$ cat config.mk
export PLATFORM = sky130hd
export DESIGN_NAME = date_edit_ctrl
export DESIGN_NICKNAME = d
export VERILOG_FILES = /design/src/rtl/date_edit_ctrl_pkg.sv /design/src/rtl/date_edit_ctrl_bcd_field_step.sv /design/src/rtl/date_edit_ctrl.sv
export SDC_FILE = /design/constraint.sdc
export NUM_CORES = 1
export LEC_CHECK = 0
export BUFFER_PORTS_ARGS = -buffer_cell sky130_fd_sc_hd__buf_2
export CELL_PAD_IN_SITES_DETAIL_PLACEMENT = 1
export CELL_PAD_IN_SITES_GLOBAL_PLACEMENT = 1
export CORE_UTILIZATION = 35
export DETAILED_ROUTE_END_ITERATION = 7
export GPL_TIMING_DRIVEN = 0
export PLACE_DENSITY = 0.78
export SLEW_MARGIN = 40
export SYNTH_ARGS = -nofsm -noshare
export SYNTH_HDL_FRONTEND = slang
export SYNTH_SLANG_ARGS = --single-unit
$ cat constraint.sdc
create_clock -name clk -period 6 [get_ports clk]
set_clock_uncertainty 0.15 [all_clocks]
set_input_delay 1.5 -clock clk [delete_from_list [all_inputs] [get_ports clk]]
set_output_delay 1.5 -clock clk [all_outputs]
set_load 0.01 [all_outputs]
$ cat src/rtl/date_edit_ctrl_pkg.sv
// Shared types and constants for the date editor.
// DATE_MONTH_CLAMP_EN adds the month-length helper used for day limiting.
package date_edit_pkg;

    typedef enum logic [1:0] {
        ST_IDLE   = 2'd0,
        ST_EDIT   = 2'd1,
        ST_COMMIT = 2'd2
    } state_t;

    localparam logic [3:0] CUR_NONE = 4'd0;
    localparam logic [3:0] CUR_DAY  = 4'd3;
    localparam logic [3:0] CUR_MON  = 4'd4;
    localparam logic [3:0] CUR_YEAR = 4'd5;

    localparam logic [7:0] DAY_MIN  = 8'h01;
    localparam logic [7:0] DAY_MAX  = 8'h31;
    localparam logic [7:0] MON_MIN  = 8'h01;
    localparam logic [7:0] MON_MAX  = 8'h12;
    localparam logic [7:0] YEAR_MIN = 8'h00;
    localparam logic [7:0] YEAR_MAX = 8'h99;

`ifdef DATE_MONTH_CLAMP_EN
    // Leap test on BCD: 10*t+u is a multiple of 4 iff (2*t+u) is.
    function automatic logic [7:0] month_len(input logic [7:0] mon, input logic [7:0] year);
        logic leap;
        if (year[4])
            leap = (year[3:0] == 4'd2) || (year[3:0] == 4'd6);
        else
            leap = (year[3:0] == 4'd0) || (year[3:0] == 4'd4) || (year[3:0] == 4'd8);
        case (mon)
            8'h04, 8'h06, 8'h09, 8'h11: month_len = 8'h30;
            8'h02:                      month_len = leap ? 8'h29 : 8'h28;
            default:                    month_len = 8'h31;
        endcase
    endfunction
`endif

endpackage

$ cat src/rtl/date_edit_ctrl_bcd_field_step.sv
// Combinational BCD up/down step of one date field with wrap; any value outside
// [min,max] or with a nibble above 9 wraps to min on up and to max on down.
module bcd_field_step (
    input  logic [7:0] value,
    input  logic [7:0] min,
    input  logic [7:0] max,
    input  logic       inc,
    input  logic       dec,
    output logic [7:0] next
);

    logic in_range;

    always_comb begin
        in_range = (value[7:4] <= 4'd9) && (value[3:0] <= 4'd9) &&
                   (value >= min) && (value <= max);
        next = value;
        if (inc && !dec) begin
            if (!in_range || value == max)
                next = min;
            else if (value[3:0] == 4'd9)
                next = {value[7:4] + 4'd1, 4'd0};
            else
                next = {value[7:4], value[3:0] + 4'd1};
        end else if (dec && !inc) begin
            if (!in_range || value == min)
                next = max;
            else if (value[3:0] == 4'd0)
                next = {value[7:4] - 4'd1, 4'd9};
            else
                next = {value[7:4], value[3:0] - 4'd1};
        end
    end

endmodule

$ cat src/rtl/date_edit_ctrl.sv
// Date field editor feeding the on-screen date painter, with RTC write-back on exit.
// Define DATE_MONTH_CLAMP_EN to limit the day to the length of the selected month.
module date_edit_ctrl
    import date_edit_pkg::*;
#(
    parameter int         WR_TIMEOUT = 1023,
    parameter logic [7:0] DAY_RST    = 8'h01,
    parameter logic [7:0] MON_RST    = 8'h01,
    parameter logic [7:0] YEAR_RST   = 8'h00
) (
    input  logic        clk,
    input  logic        reset,
    input  logic        btn_up,
    input  logic        btn_down,
    input  logic        btn_left,
    input  logic        btn_right,
    input  logic        prog_toggle,
    input  logic        rtc_valid,
    input  logic [7:0]  rtc_day,
    input  logic [7:0]  rtc_mon,
    input  logic [7:0]  rtc_year,
    input  logic        wr_ack,
    output logic [7:0]  fecha_out1,
    output logic [7:0]  fecha_out2,
    output logic [7:0]  fecha_out3,
    output logic        programar_on,
    output logic [3:0]  direccion_actual_pantalla,
    output logic        wr_req,
    output logic [23:0] wr_data,
    output logic        wr_err
);

    state_t state;
    logic [9:0] wr_cnt;

    // Field index 0 = day, 1 = month, 2 = year.
    logic [2:0][7:0] fld, fld_min, fld_max, fld_nxt;
    logic [2:0]      fld_inc, fld_dec;
    logic            step_en;
    logic [7:0]      day_max, day_next;

    assign fld     = {fecha_out3, fecha_out2, fecha_out1};
    assign fld_min = {YEAR_MIN, MON_MIN, DAY_MIN};
    assign fld_max = {YEAR_MAX, MON_MAX, day_max};
    assign step_en = (state == ST_EDIT) && !prog_toggle;

`ifdef DATE_MONTH_CLAMP_EN
    logic [7:0] day_lim;
    logic       my_changed;
    assign day_max    = month_len(fecha_out2, fecha_out3);
    assign day_lim    = month_len(fld_nxt[1], fld_nxt[2]);
    assign my_changed = (fld_nxt[1] != fecha_out2) || (fld_nxt[2] != fecha_out3);
    assign day_next   = (my_changed && fld_nxt[0] > day_lim) ? day_lim : fld_nxt[0];
`else
    assign day_max  = DAY_MAX;
    assign day_next = fld_nxt[0];
`endif

    for (genvar i = 0; i < 3; i++) begin : g_step
        localparam logic [3:0] CUR_I = CUR_DAY + 4'(i);
        assign fld_inc[i] = step_en && btn_up   && (direccion_actual_pantalla == CUR_I);
        assign fld_dec[i] = step_en && btn_down && (direccion_actual_pantalla == CUR_I);
        bcd_field_step u_step (
            .value (fld[i]),
            .min   (fld_min[i]),
            .max   (fld_max[i]),
            .inc   (fld_inc[i]),
            .dec   (fld_dec[i]),
            .next  (fld_nxt[i])
        );
    end

    always_ff @(posedge clk or posedge reset) begin
        if (reset) begin
            state                     <= ST_IDLE;
            fecha_out1                <= DAY_RST;
            fecha_out2                <= MON_RST;
            fecha_out3                <= YEAR_RST;
            programar_on              <= 1'b0;
            direccion_actual_pantalla <= CUR_NONE;
            wr_req                    <= 1'b0;
            wr_data                   <= '0;
            wr_err                    <= 1'b0;
            wr_cnt                    <= '0;
        end else begin
            wr_err <= 1'b0;
            case (state)
                ST_IDLE: begin
                    if (rtc_valid) begin
                        fecha_out1 <= rtc_day;
                        fecha_out2 <= rtc_mon;
                        fecha_out3 <= rtc_year;
                    end
                    if (prog_toggle) begin
                        state                     <= ST_EDIT;
                        programar_on              <= 1'b1;
                        direccion_actual_pantalla <= CUR_DAY;
                    end
                end
                ST_EDIT: begin
                    if (prog_toggle) begin
                        state   <= ST_COMMIT;
                        wr_req  <= 1'b1;
                        wr_data <= {fecha_out1, fecha_out2, fecha_out3};
                        wr_cnt  <= '0;
                    end else begin
                        fecha_out1 <= day_next;
                        fecha_out2 <= fld_nxt[1];
                        fecha_out3 <= fld_nxt[2];
                        // Cursor moves after the step, so the step used the old field.
                        if (btn_right && !btn_left)
                            direccion_actual_pantalla <= (direccion_actual_pantalla == CUR_YEAR) ?
                                CUR_DAY : direccion_actual_pantalla + 4'd1;
                        else if (btn_left && !btn_right)
                            direccion_actual_pantalla <= (direccion_actual_pantalla == CUR_DAY) ?
                                CUR_YEAR : direccion_actual_pantalla - 4'd1;
                    end
                end
                ST_COMMIT: begin
                    if (wr_ack || wr_cnt == 10'(WR_TIMEOUT - 1)) begin
                        state                     <= ST_IDLE;
                        wr_req                    <= 1'b0;
                        wr_err                    <= !wr_ack;
                        programar_on              <= 1'b0;
                        direccion_actual_pantalla <= CUR_NONE;
                    end else begin
                        wr_cnt <= wr_cnt + 10'd1;
                    end
                end
                default: state <= ST_IDLE;
            endcase
        end
    end

endmodule
==> results by group <==
Floorplan
  • # rows: 41
  • Chip width: 116 um
  • Overall die area: 13,500 um^2
  • Placeable core area: 12,700 um^2
  • Boundary pin count: 88
  • Initial core utilization: between 30% and 40%
  • Height of the chip: 116 um

Worst setup path
  • List of cells traversed by the critical path: buf_2 -> and4bb_1 -> buf_2 -> nand2_1 -> nand3_1 -> o21ai_0 -> a21oi_1 -> mux2_2
  • Startpoint type of the worst setup path: primary input
  • Type of the worst setup path: in2reg
  • Cell repeated most along the worst path: sky130_fd_sc_hd__buf_2
  • Crit-path slowest cell: sky130_fd_sc_hd__a21oi_1
  • Critical path data required time: 6080 ps
  • Slowest Stage Delay on Critical Path: 410 ps
  • Worst Path Arrival: 3440 ps
  • Maximum fanout encountered on the critical timing path: 9
  • Crit end category: flip-flop

STA
  • Unrepaired setup endpoints after global routing: false
  • Final Hold Vio Count: 0
  • Final cycle utilization of the critical path: 56.0%
  • Number of pins with negative max-slew slack in the final report: 0
  • Setup ws final: 2640 ps
  • # setup viols final: 0
  • Setup TNS: 0 ps
  • Maximum operating frequency: approximately 0.3 GHz
  • Measured slew at the worst slew-check pin: slightly below 800 ps
  • Time the worst path needs with I/O delays and setup: 3360 ps
  • Worst rel slew slack: 48.8%

Yosys
  • Synth Instances: 525
  • Number of enable flip-flop cells after synthesis: 0
  • Fraction of registers with async set or reset after synthesis: 100%
  • Synthesized net count: 577
  • Sequential-to-total area share from yosys stat: 36.7%
  • Library cells used by synthesis: between 70 and 80
  • Post-synthesis share of cell area spent on xor and xnor gates: ~3.3%
  • Area share of the largest cell type after synthesis: ~36%
  • Cell taking the most area after synthesis: sky130_fd_sc_hd__dfrtp_1
  • Largest family of logic cells by synthesized area: compound AO/OA/AOI/OAI gates
  • Leading cell types by total area after synthesis: sky130_fd_sc_hd__dfrtp_1, sky130_fd_sc_hd__ha_1, sky130_fd_sc_hd__o21ai_0
  • Total of warnings raised by yosys: 0
  • Dominant synthesized flop cell: sky130_fd_sc_hd__dfrtp_1
  • Share of the synthesized area in compound gates (AO/OA/AOI/OAI): 22.6%
  • Simple-gate area share of the yosys netlist: 21.4%
  • Adder-cell area share of the yosys netlist: 5.19%
  • Portion of netlist area occupied by mux cells: 5.79%
  • Area of the mapped netlist: 4580 um^2
  • Number of synthesized register bits: 67
  • Mapped Avg Cell Area: 8.73 um^2

Clock tree
  • Clock tree from TritonCTS: built
  • Number of buffers created by CTS: 9
  • Post_cts resized: 0
  • Hold buffer count at cts: 0
  • Clock sink count: 67
  • Clock slew at the register clock pins of the worst setup and hold paths: 60 ps
  • Number of post-CTS setup repair buffers: 0
  • CTS root buf: sky130_fd_sc_hd__clkbuf_16
  • Insertion delay to the later sink of the worst-skew pair: 350 ps
  • Max clock buf depth: 2
  • Clock H-tree levels: 3

Cells and area
  • Summed area of non-filler cells in the final layout: 5610 um^2
  • Leading cell types in the layout, fill and taps excluded: sky130_fd_sc_hd__buf_2, sky130_fd_sc_hd__dfrtp_1, sky130_fd_sc_hd__nand2_1
  • Post-layout net count: between 600 and 700
  • Proportion of layout cells with a drive suffix above 1: 24.3%
  • Area Growth Syn to Fin: 22.4%
  • Most frequent standard cell in the layout excluding fill and tap cells: sky130_fd_sc_hd__buf_2

Drt
  • Final WL: 14.7 mm
  • DRC violations left: 0
  • Iteration-0 DRC count of the detailed router: between 200 and 250
  • Routed length per instance: 18.3 um
  • Drt via density: 5.61
  • Number of iterations in the first detailed-routing pass: 4
  • Number of nets still failing antenna checks after routing: 0
  • Vias after detailed routing: between 4,000 and 5,000

Run status
  • Result of the run: complete, no violations

Placed design
  • Dpl hpwl: 10.7 mm
  • Global placer's final weighted congestion: 0.901
  • Port bufs: 87
  • Setup slack after placement: 2320 ps
  • Instance area after placement: 5260 um^2

Power and ir drop
  • Maximum vdd drop: around 230 uV
  • Power per unit of standard cell area: 583 nW/um^2
  • Leakage Power: ~2.5 nW
  • Post-layout power: roughly 3.3 mW

Global route
  • Via count of the first global-routing pass: 4,616
  • Global-route usage over all layers: 22.9%
  • Sum of overflow across all layers after global routing: 0
  • Initial antenna violation count: 1
  • Maximum number of pins on one net before global-route repair: 58
  • Wire length of the first global-routing pass: about 23 mm

Job
  • Max-cap violations: 0

Hold path
  • Worst hold path type: reg2reg
[cell usage after synthesis (3+ instances only)]
cell,count
sky130_fd_sc_hd__a221oi_1,4
sky130_fd_sc_hd__and3_1,5
sky130_fd_sc_hd__and2_1,4
sky130_fd_sc_hd__inv_1,23
sky130_fd_sc_hd__o211ai_1,5
sky130_fd_sc_hd__o41ai_1,5
sky130_fd_sc_hd__nand3_1,21
sky130_fd_sc_hd__nor3b_1,4
sky130_fd_sc_hd__a21o_1,8
sky130_fd_sc_hd__a21oi_1,25
sky130_fd_sc_hd__nor2_1,42
sky130_fd_sc_hd__ha_1,19
sky130_fd_sc_hd__a22oi_1,4
sky130_fd_sc_hd__o2bb2ai_1,5
sky130_fd_sc_hd__mux2i_1,4
sky130_fd_sc_hd__nor2b_1,8
sky130_fd_sc_hd__xnor2_1,10
sky130_fd_sc_hd__a211oi_1,4
sky130_fd_sc_hd__nand4_1,9
sky130_fd_sc_hd__or3_1,5
sky130_fd_sc_hd__mux2_2,20
sky130_fd_sc_hd__a22o_1,3
sky130_fd_sc_hd__or2_2,3
sky130_fd_sc_hd__clkbuf_1,24
sky130_fd_sc_hd__o21ai_0,46
sky130_fd_sc_hd__buf_2,6
sky130_fd_sc_hd__a31oi_1,7
sky130_fd_sc_hd__o31ai_1,4
sky130_fd_sc_hd__nor3_1,16
sky130_fd_sc_hd__xor2_1,7
sky130_fd_sc_hd__nand2_1,52
sky130_fd_sc_hd__dfrtp_1,65
sky130_fd_sc_hd__nand2b_1,4
[registers in the layout, summed over array words and instances, names as in the netlist]
register,flops
wr_err,1
state,2
fecha_out1,8
fecha_out3,8
fecha_out2,8
wr_data,24
programar_on,1
wr_req,1
direccion_actual_pantalla,4
wr_cnt,10
[stage by stage]
step	utilization, %	hold slack (ps)	std cells
detailed placement	41.5	322	785
global route	44.2	369	801
finish	44.3	326	802
CTS	44.2	335	801
global placement	41.3	311	784
floorplan	-	353	525
[metal layers]
metal  vias to the layer above  global-route usage [%]  wire length, um  part of all wire [%]
met1                      2242                    29.4             6610                    45
met3                        24                    4.83              660                   4.5
met4                         0                    9.15              311                   2.1
met5                         -                       0                0                     0
li1                       2114                       -                -                     -
met2                       120                    37.6             7090                    48
[critical path: cells and delay by family]
kind / cells / cell delay [ps]
mux: 1 / 390
compound gates: 2 / 510
simple gates: 3 / 740
buf+inv: 2 / 310
[kinds of logic (layout without fill, tap and decap cells)]
| logic type | count (synthesis) | in the layout |
|---|---|---|
| simple gates | 192 | 192 |
| compound gates | 150 | 150 |
| flops | 67 | 67 |
| buf+inv | 56 | 160 |
| mux | 24 | 24 |
| fa+ha+maj | 19 | 19 |
| xor+xnor | 17 | 17 |
| other cells | 0 | 1 |
[final timing paths]
kind / from / to / depth (start not counted) / slack, ps
worst max-delay path: btn_down / fecha_out1[5] / 8 / 2640
worst min-delay path: wr_data[14] / wr_data[14] / 2 / 330
worst max register to register: direccion_actual_pantalla[1] / fecha_out1[5] / 7 / 3010
worst min register to register: wr_data[14] / wr_data[14] / 2 / 330
max in group asynchronous: reset / fecha_out1[0] / 3 / 4230
min in group asynchronous: reset / wr_cnt[9] / 2 / 900
[final cells by class]
cell class                      instances  area [um^2]
Multi-Input combinational cell        402         2670
Tap cell                              172          215
Inverter                               23         91.3
Clock buffer                            9          225
Antenna cell                            1         2.50
Fill cell                            1547         7060
Buffer                                 33          146
Timing Repair Buffer                   88          463
Sequential cell                        67         1680
Clock inverter                          7          116
[where the power goes]
part / internal, mW / leakage [nW] / switching [mW] / total, mW
clock: 0.405 / 0.165 / 0.214 / 0.619
sequential: 0.651 / 0.833 / 0.189 / 0.840
combinational: 0.699 / 1.51 / 1.11 / 1.81
total: 1.76 / 2.51 / 1.51 / 3.27
Note: power is estimated with default switching activity, not from simulation.
